<file path="config.mk">
export PLATFORM = sky130hd
export DESIGN_NAME = irq_controller_v2
export DESIGN_NICKNAME = d
export VERILOG_FILES = /design/src/rtl/irq_pkg.sv /design/src/rtl/irq_prio_enc.sv /design/src/rtl/irq_controller_v2.sv
export SDC_FILE = /design/constraint.sdc
export NUM_CORES = 1
export LEC_CHECK = 0
export BUFFER_PORTS_ARGS = -buffer_cell sky130_fd_sc_hd__buf_2
export CORE_MARGIN = 3
export CORE_UTILIZATION = 40
export CTS_CLUSTER_DIAMETER = 120
export DETAILED_ROUTE_END_ITERATION = 8
export PLACE_DENSITY = 0.78
export SLEW_MARGIN = 30
export SYNTH_ARGS = -nofsm -noshare
export SYNTH_HDL_FRONTEND = slang
export SYNTH_HIERARCHICAL = 1
export SYNTH_SLANG_ARGS = --single-unit
</file>
<file path="constraint.sdc">
create_clock -name clk -period 5 [get_ports clk]
set_input_delay 0 -clock clk [delete_from_list [all_inputs] [get_ports clk]]
set_output_delay 0 -clock clk [all_outputs]
set_load 0.01 [all_outputs]
</file>
<file path="src/rtl/irq_pkg.sv">
// Shared definitions for the interrupt controller.
//   Register offsets are word indices. They are decoded from bus_addr[4:2].
//   ID_NONE is the ID that is reported when no source is active.
//   irq_state_e is the state encoding of the claim/EOI handshake FSM.
package irq_pkg;

  localparam logic [2:0] REG_STATUS = 3'd0;
  localparam logic [2:0] REG_CLEAR  = 3'd1;
  localparam logic [2:0] REG_ENABLE = 3'd2;
  localparam logic [2:0] REG_MODE   = 3'd3;
  localparam logic [2:0] REG_CLAIM  = 3'd4;

  localparam int unsigned ID_NONE = 0;

  typedef enum logic {
    ST_IDLE    = 1'b0,
    ST_SERVICE = 1'b1
  } irq_state_e;

endpackage

</file>
<file path="src/rtl/irq_prio_enc.sv">
// Lowest-index-first priority encoder. This block is purely combinational.
//   req   in  NUM_SRC  active request vector
//   valid out 1        at least one request bit is set
//   id    out ID_W     index+1 of the lowest set bit, or ID_NONE when no bit is set
module irq_prio_enc
  import irq_pkg::*;
#(
  parameter int NUM_SRC = 3,
  parameter int ID_W    = 5
) (
  input  logic [NUM_SRC-1:0] req,
  output logic               valid,
  output logic [ID_W-1:0]    id
);

  // The loop scans from the top index down to index 0. Each later hit
  // overwrites the earlier one, so the lowest set index is the one that is kept.
  always_comb begin
    valid = 1'b0;
    id    = ID_W'(ID_NONE);
    for (int i = NUM_SRC - 1; i >= 0; i--) begin
      if (req[i]) begin
        valid = 1'b1;
        id    = ID_W'(i + 1);
      end
    end
  end

endmodule

</file>
<file path="src/rtl/irq_controller_v2.sv">
// Parametrised interrupt controller with per-source enable and edge/level mode.
// A fixed-priority pick selects the winning source. A claim/EOI handshake
// masks irq while the CPU services one source.
//   clk        in  1        system clock, rising edge
//   rst        in  1        synchronous active-high reset
//   irq_src    in  NUM_SRC  raw interrupt requests
//   bus_valid  in  1        single-cycle bus access strobe
//   bus_write  in  1        1 = write, 0 = read
//   bus_addr   in  ADDR_W   byte address; bits [4:2] select the register
//   bus_wdata  in  DATA_W   write data
//   bus_rdata  out DATA_W   combinational read data; 0 when the access is not a read
//   irq        out 1        registered interrupt request
//   irq_id     out ID_W     registered ID of the current winner (0 = none)
//
// state      | meaning
// -----------+-----------------------------------------------------------
// ST_IDLE    | no source claimed; irq follows (pending & enable)
// ST_SERVICE | CPU owns svc_id; irq is masked until a matching EOI
module irq_controller_v2
  import irq_pkg::*;
#(
  parameter int NUM_SRC = 3,
  parameter int DATA_W  = 19,
  parameter int ADDR_W  = 19,
  parameter int ID_W    = 5
) (
  input  logic               clk,
  input  logic               rst,
  input  logic [NUM_SRC-1:0] irq_src,
  input  logic               bus_valid,
  input  logic               bus_write,
  input  logic [ADDR_W-1:0]  bus_addr,
  input  logic [DATA_W-1:0]  bus_wdata,
  output logic [DATA_W-1:0]  bus_rdata,
  output logic               irq,
  output logic [ID_W-1:0]    irq_id
);

  logic [NUM_SRC-1:0] src_prev;
  logic [NUM_SRC-1:0] pending;
  logic [NUM_SRC-1:0] enable;
  logic [NUM_SRC-1:0] mode;
  irq_state_e         state;
  logic [ID_W-1:0]    svc_id;

  logic [NUM_SRC-1:0] active;
  logic               win_valid;
  logic [ID_W-1:0]    win_id;

  logic [2:0]         reg_off;
  logic               rd_en;
  logic               wr_en;
  logic               claim_rd;
  logic               eoi_wr;
  logic [NUM_SRC-1:0] claim_mask;
  logic [NUM_SRC-1:0] clear_mask;
  logic [NUM_SRC-1:0] edge_set;
  logic [NUM_SRC-1:0] pending_nxt;
  irq_state_e         state_nxt;
  logic [ID_W-1:0]    svc_id_nxt;

  // Only bits [4:2] of the address and the low bits of wdata are decoded.
  logic unused_bus;
  assign unused_bus = ^{bus_addr[ADDR_W-1:5], bus_addr[1:0], bus_wdata};

  assign active = pending & enable;

  irq_prio_enc #(
    .NUM_SRC (NUM_SRC),
    .ID_W    (ID_W)
  ) u_prio_enc (
    .req   (active),
    .valid (win_valid),
    .id    (win_id)
  );

  assign reg_off = bus_addr[4:2];
  assign rd_en   = bus_valid & ~bus_write;
  assign wr_en   = bus_valid &  bus_write;

  // A claim read takes effect only in IDLE and only when there is a winner.
  // An EOI takes effect only when its ID matches the source in service.
  assign claim_rd = rd_en && (reg_off == REG_CLAIM) && (state == ST_IDLE) && win_valid;
  assign eoi_wr   = wr_en && (reg_off == REG_CLAIM) && (state == ST_SERVICE)
                    && (bus_wdata[ID_W-1:0] == svc_id);

  assign clear_mask = (wr_en && (reg_off == REG_CLEAR)) ? bus_wdata[NUM_SRC-1:0] : '0;
  assign edge_set   = irq_src & ~src_prev;

  always_comb begin
    claim_mask = '0;
    for (int i = 0; i < NUM_SRC; i++) begin
      claim_mask[i] = claim_rd && (win_id == ID_W'(i + 1));
    end
  end

  // An edge source holds its bit until CLEAR or claim. A new edge in the same
  // cycle wins over the clear. A level source reloads from irq_src every cycle.
  // So a MODE write from edge to level resamples on the cycle after the write.
  assign pending_nxt = (mode & ((pending & ~(clear_mask | claim_mask)) | edge_set))
                     | (~mode & irq_src);

  always_comb begin
    state_nxt  = state;
    svc_id_nxt = svc_id;
    if (claim_rd) begin
      state_nxt  = ST_SERVICE;
      svc_id_nxt = win_id;
    end else if (eoi_wr) begin
      state_nxt  = ST_IDLE;
      svc_id_nxt = ID_W'(ID_NONE);
    end
  end

  always_comb begin
    bus_rdata = '0;
    if (rd_en) begin
      case (reg_off)
        REG_STATUS: bus_rdata = DATA_W'(pending);
        REG_ENABLE: bus_rdata = DATA_W'(enable);
        REG_MODE:   bus_rdata = DATA_W'(mode);
        REG_CLAIM:  bus_rdata = (state == ST_SERVICE) ? DATA_W'(svc_id) : DATA_W'(win_id);
        default:    bus_rdata = '0;
      endcase
    end
  end

  // irq looks at the next state. This makes irq drop the cycle after a claim
  // and return the cycle after an EOI. It looks at the registered pending,
  // which gives the two-cycle path from an irq_src edge to irq.
  always_ff @(posedge clk) begin
    if (rst) begin
      src_prev <= '0;
      pending  <= '0;
      enable   <= '0;
      mode     <= '1;
      state    <= ST_IDLE;
      svc_id   <= ID_W'(ID_NONE);
      irq      <= 1'b0;
      irq_id   <= ID_W'(ID_NONE);
    end else begin
      src_prev <= irq_src;
      pending  <= pending_nxt;
      if (wr_en && (reg_off == REG_ENABLE)) begin
        enable <= bus_wdata[NUM_SRC-1:0];
      end
      if (wr_en && (reg_off == REG_MODE)) begin
        mode <= bus_wdata[NUM_SRC-1:0];
      end
      state  <= state_nxt;
      svc_id <= svc_id_nxt;
      irq    <= (state_nxt == ST_IDLE) && win_valid;
      irq_id <= win_id;
    end
  end

endmodule
</file>
==> results of run 1 <==
[routing by layer]
| layer | GRT usage | vias up |
|---|---|---|
| li1 | - | 582 |
| met5 | 0 | - |
| met3 | 0.02109 | 4 |
| met1 | 0.2004 | 512 |
| met4 | 0.05805 | 0 |
| met2 | 0.2194 | 41 |
[per-stage QoR]
stage               utilization  total power (µW)
floorplan                     -             247.9
global placement         0.4564             251.6
detailed placement       0.4564             252.1
CTS                      0.4872             358.3
global route             0.4872             373.8
finish                   0.4872             358.1
[kinds of logic (layout without fill, tap and decap cells)]
| logic type | after synthesis | after routing |
|---|---|---|
| simple gates | 69 | 69 |
| buf+inv | 31 | 43 |
| compound gates | 24 | 24 |
| flops | 24 | 24 |
| mux | 11 | 11 |
| xor+xnor | 5 | 5 |
| other cells | 2 | 17 |
[worst paths after layout]
check,start,to,slack (ns)
setup reg to reg,pending[0]$_SDFF_PP0_,pending[1]$_SDFF_PP0_,3.01
hold / removal,rst,enable[1]$_SDFFE_PP0P_,0.004
setup / recovery,pending[0]$_SDFF_PP0_,pending[1]$_SDFF_PP0_,3.01
hold reg to reg,src_prev[0]$_SDFF_PP0_,pending[0]$_SDFF_PP0_,0.49
[power groups by stage]
stage	clock (µW)	sequential, µW	combinational (µW)
after global routing	114	202	58.7
after floorplan	0	205	43.1
after CTS	107	201	51.0
after detailed placement	0	205	47.2
final	106	201	51.5
after global placement	0	205	46.9
[flip-flops by register name (all words and copies together) (netlist names)]
register and flops:
state 1, svc_id 5, irq 1, irq_id 5, pending 3, mode 3, enable 3, src_prev 3
[layout make-up]
cell class / count / area, µm² / area share
flip-flops and latches: 24 / 480.5 / 0.3153
repair buffers: 31 / 185.2 / 0.1215
clock buffers: 4 / 36.28 / 0.02381
inverters: 8 / 30.03 / 0.01970
well taps: 44 / 55.05 / 0.03612
multi-input cells: 126 / 737.0 / 0.4836
[critical path: cells and delay by family, from the launching register on]
| kind | cells | cell delay [ns] |
|---|---|---|
| DFF | 1 | 0.38 |
| and+or+nand+nor | 5 | 1.40 |
| AOI/OAI and AO/OA | 1 | 0.11 |
[cell usage in the layout (no fill, tap or decap)]
cell and count:
o21ai_0 6, nor4_4 1, and2_1 3, a31oi_1 1, o22ai_1 6, nor2_8 1, mux2_2 1, nor2b_1 5
a211o_1 3, inv_1 8, nand3_1 12, clkbuf_8 1, dlygate4sd3_1 6, nand2b_1 2, dfxtp_1 24, xnor2_1 5
a22oi_1 1, nor2_1 16, conb_1 17, or3_1 1, mux2i_1 10, nor4bb_1 1, a21oi_1 4, nand4_1 2
nand2_1 21, clkbuf_4 3, nor3_4 1, nor3_1 3, buf_2 25, a21o_2 1, o211a_1 1, o22a_1 1
==> impl_metrics.csv, run 1 <==
group,metric,value,unit
synthesis,post_synth_and_or_nand_nor_area_fraction,0.2683,
detailed_routing,vias,1139,
clock_network,post_cts_buffers,0,
floorplan,rows,20,
timing,skew,0.001021,ns
clock_network,cts.sinks,24,
synthesis,yosys-top-cells-count,"dfxtp_1, nand2_1, buf_4",
floorplan,ios,70,
power_and_ir_drop,pwr-share-comb,0.144,
critical_path,cp_data_required_time,5.22,ns
critical_path,cp_max_fo,14,
placed_design,post-place-cells,227,
layout,fillCellCount,315,
synthesis,synthArstFlopShare,0,
clock_network,root_buffer,"clkbuf_4",
critical_path,cpMaxStageDelayCell,"nand4_1",
clock_network,clock_latency,0.31,ns
critical_path,startpoint_type,"flop",
detailed_routing,drc,0,
placed_design,portBuffers,25,
synthesis,yosys_most_used_dff,"dfxtp_1",
layout,syn_to_final_growth,12.67,%
global_route,grt_overflow_total,0,
placed_design,dpl.hpwl,2.020,mm
critical_path,path_class,"reg -> reg",
power_and_ir_drop,vdd_drop_max,0.08151,mV
timing,finalHoldViolCount,0,
detailed_routing,ant_nets,0,
synthesis,synthTopCellsByArea,"dfxtp_1, buf_4, mux2i_1, nand2_1, nand3_1",
synthesis,synth_top_family_by_area,"simple AND/OR/NAND/NOR gates",
clock_network,clockBufferDepth,2,
synthesis,netlist.area_leader.share,0.3552,
critical_path,reg2reg_depth,6,
synthesis,synth_cell_types,32,
power_and_ir_drop,pwr-share-clk,0.296,
power_and_ir_drop,p_switching,95.43,µW
outcome,status,"complete, no violations",
floorplan,dieArea,0.004115,mm²
critical_path,slowest_delay,0.47,ns
floorplan,die_w,64.15,µm
floorplan,coreArea,0.003128,mm²
layout,nets,239,
detailed_routing,top_layer,"met4",
timing,tightest_slew,0.5663,ns
timing,finalMaxSlewViolations,0,
detailed_routing,viasPerCell,4.806,
placed_design,place_area,0.001428,mm²
synthesis,yosysSeqAreaShare,0.3552,
timing,max_freq,0.5013,GHz
placed_design,preCtsSetupSlack,3.009,ns
detailed_routing,wl_met2,1.183,mm
layout,final_area,0.001524,mm²
layout,drive_above_1_share,0.1762,
synthesis,yosys.area.top_type,"dfxtp_1",
timing,tns,0,ns
layout,n_antenna_cell,0,
timing,rsz0062_at_grt,"false",
layout,final_cells,237,
timing,setup_viol,0,
detailed_routing,drt_iter0_markers,59,
global_route,track_usage,0.1430,
detailed_routing,wl_met1,1.283,mm
worst_hold_path,hold_depth,2,
detailed_routing,drt_wl_total,2.682,mm
synthesis,synth.most_common_cell,"dfxtp_1",
detailed_routing,met3_length,177,µm
power_and_ir_drop,power.internal,262.7,µW
global_route,grt_start_max_net_pins,16,
synthesis,synthCells,166,
synthesis,syn_avg_cell_area,8.148,µm²
detailed_routing,wl_per_cell,11.32,µm
clock_network,ctsResizeCount,0,
synthesis,ys_ff_latch,24,
synthesis,synth-xor-area-share,0.03238,
critical_path,critPathArrivalTime,2.21,ns
clock_network,cts-buffers-inserted,3,
worst_hold_path,hold_class,"in -> reg",
timing,post-route-period-util,0.3990,
power_and_ir_drop,power.leakage,0.0006861,µW
flow_run,cap_violations,0,
critical_path,worstPathCellList,"and2_1 > or3_1 > nor2b_1 > nand4_1 > nor4bb_1 > o21ai_0",
timing,hold_ws,0.004181,ns
power_and_ir_drop,power_density,235.0,mW/mm²
power_and_ir_drop,p_seq_frac,0.560,
synthesis,yosysWarnings,6,
clock_network,tritoncts,"yes",
synthesis,synthesis.area,0.001353,mm²
floorplan,start_util,0.4324,
clock_network,htree_levels,1,
clock_network,cts_hold_buf,6,
timing,setup_ws,3.005,ns
global_route,antenna_found_initial,0,
synthesis,synth_compound_area_frac,0.1147,
power_and_ir_drop,switching_share,0.2665,
timing,finalCriticalPeriod,1.995,ns
synthesis,synthMuxAreaShare,0.08233,
critical_path,end_kind,"flop",
synthesis,synth-edff-count,0,
synthesis,yosys.area_share.adder,0,
detailed_routing,dr.pass1.iters,4,
clock_network,path_clk_slew,0.14,ns
floorplan,die_y,64.15,µm
global_route,grt_pass1_wl,4.767,mm
timing,relSlewSlack,0.6213,
global_route,grt_pass1_vias,1076,
placed_design,routabilityCongestion,0.8432,
No activity file was read; power rests on OpenSTA's default activity.
==> run 2: changes to the inputs <==
--- a/config.mk
+++ b/config.mk
@@ -10,7 +10,7 @@
 export CORE_UTILIZATION = 40
 export CTS_CLUSTER_DIAMETER = 120
 export DETAILED_ROUTE_END_ITERATION = 8
-export PLACE_DENSITY = 0.78
+export PLACE_DENSITY = 0.81
 export SLEW_MARGIN = 30
 export SYNTH_ARGS = -nofsm -noshare
 export SYNTH_HDL_FRONTEND = slang
==> constraint.sdc (replaced) <==
create_clock -name clk -period 1.7 [get_ports clk]
set_input_delay 0 -clock clk [delete_from_list [all_inputs] [get_ports clk]]
set_output_delay 0 -clock clk [all_outputs]
set_load 0.01 [all_outputs]
==> run 2 against run 1 <==
Compared with the run above: register-to-register slack got worse by 2.9 ns; global-route usage increased by 0.068 points; final area up 11%; total power grew to 2.8 times the previous value; clock skew grew 0.00093 ns; final cell count is 5.5% higher; die area unchanged; critical path depth up 2; critical path type is now reg -> out.
==> impl_metrics.csv, run 2 (synthesis results as in run 1) <==
group,metric,value,unit
timing,rsz0062_at_grt,"true",
detailed_routing,drc,0,
outcome,status,"complete, no violations",
floorplan,coreArea,0.003128,mm²
timing,finalMaxSlewViolations,0,
clock_network,root_buffer,"clkbuf_4",
critical_path,worstPathCellList,"and2_4 > inv_2 > a21o_4 > mux2i_2 > a21oi_1 > a21oi_1 > nor2_1 > buf_2",
detailed_routing,vias,1235,
detailed_routing,wl_per_cell,12.40,µm
critical_path,crit_top_cell,"a21oi_1",
detailed_routing,viasPerCell,4.940,
floorplan,die_y,64.15,µm
critical_path,path_class,"reg -> out",
timing,finalCriticalPeriod,1.653,ns
timing,skew,0.001953,ns
critical_path,cp_top_family,"compound AO/OA/AOI/OAI gates",
floorplan,rows,20,
layout,layout_commonest_cell,"buf_2",
clock_network,tritoncts,"yes",
timing,tns,0,ns
global_route,grt_start_max_net_pins,16,
floorplan,dieArea,0.004115,mm²
detailed_routing,drt_iter0_markers,103,
critical_path,cpMaxStageDelayCell,"dfxtp_2",
critical_path,path_buf_inv,2,
global_route,track_usage,0.1437,
global_route,grt_pass1_vias,1089,
global_route,antenna_found_initial,0,
placed_design,portBuffers,25,
clock_network,htree_levels,1,
detailed_routing,drt_wl_total,3.101,mm
layout,n_antenna_cell,0,
layout,final_cell_mix,"buf_2, nand2_1, conb_1, dfxtp_1, nor2_1",
layout,final_cells,250,
detailed_routing,ant_nets,0,
worst_hold_path,hold_depth,2,
worst_hold_path,hold_class,"in -> reg",
clock_network,clock_latency,0.31,ns
critical_path,r2r_slack,0.07,ns
placed_design,routabilityCongestion,0.8264,
floorplan,die_w,64.15,µm
placed_design,preCtsSetupSlack,0.03580,ns
layout,drive_above_1_share,0.3155,
layout,reg_top3,"irq_id x5, svc_id x5",
power_and_ir_drop,vdd_drop_max,0.2592,mV
floorplan,start_util,0.4324,
timing,finalHoldViolCount,0,
power_and_ir_drop,power.leakage,0.0007545,µW
layout,nets,253,
clock_network,cts.sinks,24,
critical_path,r2r-end,"svc_id[0]$_SDFFE_PP0P_",
timing,setup_viol,0,
layout,final_area,0.001689,mm²
critical_path,end_kind,"output pin",
floorplan,ios,70,
timing,post-route-period-util,0.9721,
critical_path,critPathArrivalTime,1.65,ns
timing,setup_ws,0.04744,ns
critical_path,reg2reg_depth,7,
critical_path,cp_data_required_time,1.70,ns
clock_network,clockBufferDepth,2,
layout,syn_to_final_growth,24.88,%
placed_design,post-place-cells,233,
placed_design,place_area,0.001473,mm²
power_and_ir_drop,power_density,597.3,mW/mm²
worst_hold_path,hp-start,"rst",
critical_path,r2r_start,"enable[1]$_SDFFE_PP0P_",
detailed_routing,dr.pass1.iters,4,
clock_network,path_clk_slew,0.12,ns
critical_path,cp_max_fo,4,
timing,max_freq,0.6051,GHz
critical_path,slowest_delay,0.35,ns
critical_path,startpoint_type,"flop",
global_route,grt_pass1_wl,4.781,mm
flow_run,cap_violations,0,
placed_design,dpl.hpwl,2.228,mm
worst_hold_path,worstHoldEndpoint,"enable[1]$_SDFFE_PP0P_",
clock_network,cts-buffers-inserted,3,
global_route,grt_overflow_total,0,
[run 2: changes by cell type in the layout (fill, tap and decap cells not counted), moves of 3 or more]
cell,delta
and2_1,-3
dfxtp_2,+7
and2_4,+3
dfxtp_1,-7
buf_4,+12
[run 2: final cells by class]
| cell class | instances | area [µm²] |
|---|---|---|
| fill | 293 | 1439 |
| multi-input combinational | 126 | 794.5 |
| sequential | 24 | 489.2 |
| timing repair buffer | 45 | 297.8 |
| tap | 44 | 55.05 |
| inverter | 8 | 30.03 |
| clock buffer | 3 | 22.52 |
[run 2: worst max-delay path by stage]
stage	startpoint	end	slack, ns	cells after the start
finish	pending[1]$_SDFF_PP0_	bus_rdata[0]	0.05	8
global route	enable[1]$_SDFFE_PP0P_	bus_rdata[0]	-0.03	8
CTS	enable[1]$_SDFFE_PP0P_	bus_rdata[0]	0.009	8
detailed placement	enable[0]$_SDFFE_PP0P_	pending[1]$_SDFF_PP0_	0.04	7
global placement	enable[0]$_SDFFE_PP0P_	pending[1]$_SDFF_PP0_	0.08	7
floorplan	pending[0]$_SDFF_PP0_	svc_id[0]$_SDFFE_PP0P_	0.11	7
[run 2: repair_timing]
action,4_1_cts,5_1_grt
setup buffers,1,6
pin swaps,0,9
hold endpoints to repair,8,0
resized for setup,2,23
endpoints found under the setup margin,1,9
hold buffers,6,0
cloned,0,1
[run 2: per-layer routing]
layer / track usage / routed length (µm) / share of wire
met1: 0.1915 / 1354 / 0.44
met2: 0.2348 / 1456 / 0.47
met3: 0.02109 / 240 / 0.077
met4: 0.05277 / 49 / 0.016
met5: 0 / 0 / 0
[run 2: through the flow]
stage                 util  hold WS (ns)  total power [µW]
CTS                 0.5008      0.005102              1006
floorplan                -        0.1241             729.0
detailed placement  0.4708        0.2658             750.2
finish              0.5400       0.01472              1009
global route        0.5400       0.01820              1065
global placement    0.4708        0.2591             746.6
[run 2: power breakdown]
part | switching [µW] | internal (µW)
Sequential | 8.13 | 582
Combinational | 100 | 75.7
Clock | 160 | 82.8
==> run 3: changes to the inputs <==
--- a/config.mk
+++ b/config.mk
@@ -6,9 +6,12 @@
 export NUM_CORES = 1
 export LEC_CHECK = 0
 export BUFFER_PORTS_ARGS = -buffer_cell sky130_fd_sc_hd__buf_2
+export CORE_ASPECT_RATIO = 0.6
 export CORE_MARGIN = 3
 export CORE_UTILIZATION = 40
+export CTS_BUF_LIST = sky130_fd_sc_hd__clkbuf_2
 export CTS_CLUSTER_DIAMETER = 120
+export CTS_CLUSTER_SIZE = 28
 export DETAILED_ROUTE_END_ITERATION = 8
 export PLACE_DENSITY = 0.81
 export SLEW_MARGIN = 30
==> run 3 against run 2 <==
Compared with the run above: via count shrank 0.49%; sequential cell count is the same; final area shrank 2.7%; critical path type is now reg -> reg; largest cell class unchanged.
==> impl_metrics.csv, run 3 (synthesis results as in run 1) <==
group,metric,value,unit
floorplan,start_util,0.4449,
detailed_routing,drt_wl_total,3.231,mm
layout,nets,252,
power_and_ir_drop,power_density,599.7,mW/mm²
layout,reg_top3,"irq_id x5, svc_id x5",
detailed_routing,drt_iter0_markers,114,
detailed_routing,wl_per_cell,13.08,µm
placed_design,portBuffers,25,
floorplan,dieArea,0.004138,mm²
critical_path,startpoint_type,"flop",
clock_network,path_clk_slew,0.22,ns
critical_path,r2r_start,"pending[0]$_SDFF_PP0_",
power_and_ir_drop,power.leakage,0.0007519,µW
clock_network,root_buffer,"clkbuf_2",
detailed_routing,ant_nets,0,
clock_network,cts.sinks,24,
critical_path,path_class,"reg -> reg",
clock_network,cts-buffers-inserted,3,
layout,layout_commonest_cell,"buf_2",
layout,syn_to_final_growth,21.46,%
layout,final_area,0.001643,mm²
timing,setup_viol,0,
detailed_routing,dr.pass1.iters,4,
global_route,track_usage,0.1553,
flow_run,cap_violations,0,
worst_hold_path,hp-start,"bus_wdata[3]",
placed_design,place_area,0.001455,mm²
global_route,antenna_found_initial,0,
placed_design,dpl.hpwl,2.411,mm
timing,finalHoldViolCount,0,
power_and_ir_drop,pwr-share-clk,0.220,
critical_path,cp_data_required_time,1.99,ns
detailed_routing,vias,1229,
timing,hold_ws,0.1271,ns
timing,max_freq,0.5890,GHz
timing,finalCriticalPeriod,1.698,ns
worst_hold_path,hold_depth,5,
floorplan,die_y,51.04,µm
layout,final_cells,247,
global_route,grt_start_max_net_pins,16,
critical_path,r2r-end,"svc_id[1]$_SDFFE_PP0P_",
clock_network,clock_latency,0.34,ns
critical_path,end_kind,"flop",
worst_hold_path,hold_class,"in -> reg",
layout,final_cell_mix,"buf_2, nand2_1, dfxtp_1",
timing,skew,0.009344,ns
power_and_ir_drop,finalPower,985.3,µW
timing,tightest_slew,0.5123,ns
layout,fillCellCount,322,
timing,finalMaxSlewViolations,0,
global_route,grt_pass1_vias,1028,
power_and_ir_drop,pwr-share-comb,0.181,
floorplan,rows,15,
floorplan,ios,70,
power_and_ir_drop,switching_share,0.2809,
placed_design,routabilityCongestion,0.8506,
detailed_routing,viasPerCell,4.976,
critical_path,reg2reg_depth,7,
floorplan,die_w,81.07,µm
power_and_ir_drop,p_switching,276.7,µW
clock_network,clockBufferDepth,2,
power_and_ir_drop,power.internal,708.5,µW
worst_hold_path,worstHoldEndpoint,"svc_id[4]$_SDFFE_PP0P_",
global_route,grt_pass1_wl,4.926,mm
layout,drive_above_1_share,0.2585,
critical_path,r2r_slack,0.002,ns
critical_path,critPathArrivalTime,1.99,ns
timing,rsz0062_at_grt,"true",
critical_path,cp_max_fo,14,
clock_network,tritoncts,"yes",
placed_design,post-place-cells,229,
outcome,status,"complete, no violations",
power_and_ir_drop,vdd_drop_max,0.3807,mV
floorplan,coreArea,0.003040,mm²
power_and_ir_drop,p_seq_frac,0.600,
layout,n_antenna_cell,0,
timing,post-route-period-util,0.9987,
global_route,grt_overflow_total,0,
timing,relSlewSlack,0.6559,
detailed_routing,drc,0,
clock_network,htree_levels,1,
==> run 3: routing by layer <==
layer | vias up | share of wire | global-route usage
met3 | 2 | 0.089 | 0.04577
met2 | 40 | 0.41 | 0.2071
met4 | 0 | 0.0025 | 0.008427
met5 | - | 0 | 0
met1 | 583 | 0.50 | 0.2487
li1 | 604 | - | -
==> run 3: critical path, stage by stage (launching register included) <==
cell     delay (ns)
dfxtp_2        0.37
and2_1         0.20
or3_1          0.41
nor2b_1        0.14
nand4_1        0.10
buf_6          0.17
nand3_1        0.09
o22ai_1        0.17
==> run 3: what timing repair did <==
item | 4_1_cts | 5_1_grt
pin swaps | 3 | 6
hold buffers | 10 | 0
gates cloned | 0 | 0
setup buffers | 2 | 3
setup endpoints to repair | 2 | 10
endpoints found under the hold margin | 11 | 0
resized for setup | 5 | 9
==> run 3: worst max path at each step <==
stage / from / to / slack, ns / cells after the start
after floorplan: pending[0]$_SDFF_PP0_ / svc_id[0]$_SDFFE_PP0P_ / 0.11 / 7
after global placement: pending[0]$_SDFF_PP0_ / svc_id[1]$_SDFFE_PP0P_ / 0.09 / 7
after detailed placement: pending[0]$_SDFF_PP0_ / svc_id[1]$_SDFFE_PP0P_ / 0.06 / 7
after CTS: enable[2]$_SDFFE_PP0P_ / bus_rdata[0] / 0.004 / 7
after global routing: enable[1]$_SDFFE_PP0P_ / bus_rdata[0] / -0.14 / 8
final: pending[0]$_SDFF_PP0_ / svc_id[1]$_SDFFE_PP0P_ / 0.002 / 7
==> run 3: power by group through the flow <==
stage / combinational (µW) / sequential [µW] / clock [µW]
finish: 178 / 591 / 216
global route: 198 / 594 / 251
CTS: 173 / 590 / 225
detailed placement: 150 / 601 / 0
global placement: 149 / 600 / 0
floorplan: 127 / 602 / 0
==> run 3: stage by stage <==
stage,utilization,setup slack (ns),setup TNS (ns)
2_1_floorplan,-,0.1102,0
3_3_place_gp,0.4786,0.08588,0
3_5_place_dp,0.4786,0.06472,0
4_1_cts,0.5243,0.003522,0
5_1_grt,0.5403,-0.1377,-0.5235
6_report,0.5403,0.002292,0
==> run 3: area by class of cell <==
| type | instances | area (µm²) | area share |
|---|---|---|---|
| multi-input combinational | 126 | 762.0 | 0.4638 |
| sequential | 24 | 486.7 | 0.2963 |
| timing repair buffer | 44 | 296.5 | 0.1805 |
| tap | 42 | 52.55 | 0.03199 |
| inverter | 8 | 30.03 | 0.01828 |
| clock buffer | 3 | 15.01 | 0.009139 |
